`config.mk`:
```
export PLATFORM = sky130hd
export DESIGN_NAME = aes_round_ctrl
export DESIGN_NICKNAME = d
export VERILOG_FILES = /design/src/rtl/aes_round_ctrl.sv
export SDC_FILE = /design/constraint.sdc
export NUM_CORES = 1
export LEC_CHECK = 0
export ABC_AREA = 1
export ABC_CLOCK_PERIOD_IN_PS = 3650
export BUFFER_PORTS_ARGS = -buffer_cell sky130_fd_sc_hd__buf_2
export CELL_PAD_IN_SITES_DETAIL_PLACEMENT = 2
export CELL_PAD_IN_SITES_GLOBAL_PLACEMENT = 2
export CORE_MARGIN = 5
export CORE_UTILIZATION = 20
export DETAILED_ROUTE_END_ITERATION = 8
export PLACE_DENSITY = 0.88
export RECOVER_POWER = 50
export SYNTH_ARGS = -nofsm -noshare
export SYNTH_HDL_FRONTEND = slang
export SYNTH_SLANG_ARGS = --single-unit
```
`constraint.sdc`:
```
create_clock -name clk -period 3.65 [get_ports clk]
set_input_delay 0 -clock clk [delete_from_list [all_inputs] [get_ports clk]]
set_output_delay 0 -clock clk [all_outputs]
set_load 0.01 [all_outputs]
```
`src/rtl/aes_round_ctrl.sv`:
```
// aes_round_ctrl: iteration controller and state register for the iterative AES core
module aes_round_ctrl #(
  parameter int NUM_ROUNDS = 10,
  parameter int ROUND_W = 4
) (
  input  logic               clk,
  input  logic               rst,
  input  logic               in_valid,
  output logic               in_ready,
  output logic               d_tk,
  input  logic [127:0]       aes_in,
  input  logic               clear,
  output logic [127:0]       state_q,
  output logic [ROUND_W-1:0] round_num,
  output logic               final_round,
  output logic               busy,
  output logic               out_valid,
  input  logic               out_ready,
  output logic [127:0]       out_data
);
  typedef enum logic [1:0] {IDLE, ROUND, DONE} fsm_e;
  localparam logic [ROUND_W-1:0] LAST = ROUND_W'(NUM_ROUNDS);
  fsm_e fsm_q, fsm_d;
  logic [127:0] state_d;
  logic [ROUND_W-1:0] round_q, round_d;
  logic last;
  assign last = round_q == LAST;
  assign round_num = round_q;
  // state, block and round-index registers; reset drops any block in flight
  always_ff @(posedge clk or posedge rst)
    if (rst) begin
      fsm_q <= IDLE;
      state_q <= '0;
      round_q <= '0;
    end else begin
      fsm_q <= fsm_d;
      state_q <= state_d;
      round_q <= round_d;
    end
  // next state: clear wins, IDLE loads raw input, ROUND captures round logic, DONE waits for consumer
  always_comb begin
    fsm_d = fsm_q;
    state_d = state_q;
    round_d = round_q;
    if (clear) begin
      fsm_d = IDLE;
      state_d = '0;
      round_d = '0;
    end else begin
      case (fsm_q)
        IDLE: if (in_valid) begin
          fsm_d = ROUND;
          state_d = aes_in;
          round_d = '0;
        end
        ROUND: begin
          state_d = aes_in;
          round_d = last ? '0 : round_q + 1'b1;
          fsm_d = last ? DONE : ROUND;
        end
        DONE: fsm_d = out_ready ? IDLE : DONE;
        default: fsm_d = IDLE;
      endcase
    end
  end
  // outputs decoded purely from registered state
  always_comb begin
    in_ready = fsm_q == IDLE;
    d_tk = fsm_q != IDLE;
    busy = fsm_q != IDLE;
    out_valid = fsm_q == DONE;
    final_round = (fsm_q == ROUND) && last;
    out_data = (fsm_q == DONE) ? state_q : '0;
  end
endmodule

```
==> qor.yml <==
outcome:
  status: "finished with violations"
  violations: "max-capacitance violations, max-slew violations"
clock_tree:
  cts_setup_buffers: 0
  tritoncts: "built"
  cts_resized: 0
  cts_buffers: 17
  insertion_delay_ns: 0.42
  cts_buffer_depth: 2
  cts.clk_slew.worst_paths_ns: 0.06
  h-tree-depth: 4
  clkSinkCount: 134
  cts-root-buf: "clkbuf_16"
placement:
  placed_cell_area_um2: 8274
  numPortBuffers: 397
  gp_congestion: 0.7876
  place_hpwl_um: 20730
worst_setup_path:
  cp-start-kind: "input port"
  path_cells: "dlygate4sd3_1 -> buf_2 -> inv_1"
  worst-path-max-fanout: 60
  crit_path_top_delay_cell: "inv_1"
  slowest_delay_ns: 1.73
  worstPathArrival_ns: 2.47
  cp.required_ns: 3.64
  crit_path_end_kind: "asynchronous set/reset pin"
  critical_path_class: "in2async"
route:
  drt_iter0_markers: 204
  drcViolationCount: 0
  wl_per_cell_um: 19.89
  dr.pass1.iters: 4
  via_per_inst: 4.292
  routed_wirelength_um: 33160
  detailroute.via_count: 7155
  detail-route-antenna-nets: 0
layout:
  syn_to_final_growth_pct: 65.39
  drive_gt1_share_pct: 24.23
  fill_cells: 3540
  final_cell_mix: "buf_2 (265), nand2_1 (145), inv_1 (144)"
  design_area_um2: 10080
  layout_commonest_cell: "buf_2"
  nets: 1389
  utilization_pct: 33.22
job:
  maxCapViolations: 1
sta:
  worstMarginPinSlew_ns: 2.492
  setup_violations: 0
  rsz0062_at_grt: "false"
  max_freq_mhz: 404.6
  finalClockSkew_ns: 0.01115
  drv_slew: 60
  final.period_utilization_pct: 67.71
  fin_hold_ws_ns: 0.1484
  tns_ns: 0
  fin_crit_ns: 2.472
  hold_viol: 0
  slew_headroom_pct: -66.16
synthesis:
  synth.largest_area_cell: "dfrtp_1"
  synth_cells: 743
  synth_xor_area_share_pct: 0
  synth_simple_gate_area_share_pct: 17.82
  yosysWarnings: 0
  syn-num-nets: 878
  synth_top_family_by_area: "simple AND/OR/NAND/NOR gates"
  yosysTopAreaCellShare_pct: 55.01
  synth_fa_ha_area_share_pct: 0.4105
  synth_area_um2: 6096
  yosys-top-cells-area: "dfrtp_1 (55%), o21ai_1 (9.0%), nand2_1 (9.0%), inv_1 (8.9%), nor2_1 (8.3%)"
  synth_cell_types: 17
  seq_area_frac_synth_pct: 55.01
  synth_compound_area_share_pct: 10.76
  muxShareOfSynthArea_pct: 0
  synth-seq-cells: 134
  syn_avg_cell_area_um2: 8.204
floorplanning:
  die_x_um: 184.6
  row_count: 64
  fp.coreArea_um2: 30350
  ios: 398
  die_h_um: 184.6
  start_util_pct: 20.09
  dieArea_um2: 34070
grt:
  antenna_found_initial: 4
  grt_pass1_wl_um: 49530
  gr-usage-all-layers_pct: 18.66
  grt_pass1_vias: 8340
  grt_max_degree: 76
  overflow: 0
hold_path:
  hold_path.class: "in2reg"
power_and_ir_drop:
  power_density_nw_per_um2: 421.8
  irDropWorstVdd_mv: 0.2499
  p_leak_nw: 5.073
## timing repair
action	4_1_cts	5_1_grt
endpoints found under the hold margin	190	0
setup endpoints to repair	0	0
hold buffers	131	0
## critical path, delay by kind of cell
family	cells	cell delay, ns
buf+inv	3	2.39
## cells by family after synthesis
| group | after synthesis |
|---|---|
| buf+inv | 190 |
| compound gates | 131 |
| fa+ha+maj | 2 |
| flops | 134 |
| simple gates | 286 |
## cells in the mapped netlist (all sizes together)
cell type    n
ha           2
a21oi        1
nand4        3
nor2       135
nand2      146
o21ai      130
clkbuf       2
inv        147
dfrtp      134
buf         41
nand3        2
## power breakdown
part / switching (W) / internal (W) / total (W)
clock: 0.000719 / 0.00126 / 0.00197
sequential: 0.0000717 / 0.00158 / 0.00166
combinational: 0.000378 / 0.000245 / 0.000623
## per-layer routing
layer	vias up	wire [µm]	GRT usage, %
li1	3231	-	-
met1	3530	12500	20.26
met2	329	17120	34.25
met3	65	2345	5.013
met4	0	1201	7.631
met5	-	0	0
## registers in the layout (all words and copies together) (netlist names)
| signal | count |
|---|---|
| state_q | 128 |
| round_num | 4 |
| fsm_q | 2 |
## area by class of cell
| type | count | area (µm²) | area share [%] |
|---|---|---|---|
| antenna | 4 | 10.01 | 0.09928 |
| clock buffer | 21 | 460.4 | 4.567 |
| clock inverter | 11 | 196.4 | 1.948 |
| inverter | 147 | 556.8 | 5.522 |
| multi-input combinational | 419 | 1774 | 17.60 |
| sequential | 134 | 3353 | 33.26 |
| tap | 396 | 495.5 | 4.914 |
| timing repair buffer | 535 | 3236 | 32.09 |
## metrics by stage
stage               std cells  setup slack [ns]  power (W)
floorplan                 743           0.06725   0.001924
global placement         1500             1.818   0.002160
detailed placement       1500             1.726   0.002191
CTS                      1663             1.366   0.004301
global route             1667            0.7206   0.004441
finish                   1667             1.178   0.004253
## path summary, 6_finish.rpt
kind / start / endpoint / slack (ns) / cells after the start
setup reg to reg: fsm_q[0]$_DFFE_PP0P_ / state_q[59]$_DFFE_PP0P_ / 1.70 / 8
hold / removal: in_valid / round_num[1]$_DFFE_PP0P_ / 0.15 / 7
min in group asynchronous: rst / state_q[127]$_DFFE_PP0P_ / 1.01 / 3
setup / recovery: rst / state_q[5]$_DFFE_PP0P_ / 1.18 / 3
max in group clk: fsm_q[1]$_DFFE_PP0P_ / out_data[41] / 1.38 / 6
hold reg to reg: state_q[112]$_DFFE_PP0P_ / state_q[112]$_DFFE_PP0P_ / 0.55 / 2
(Power assumes the default switching activity.)
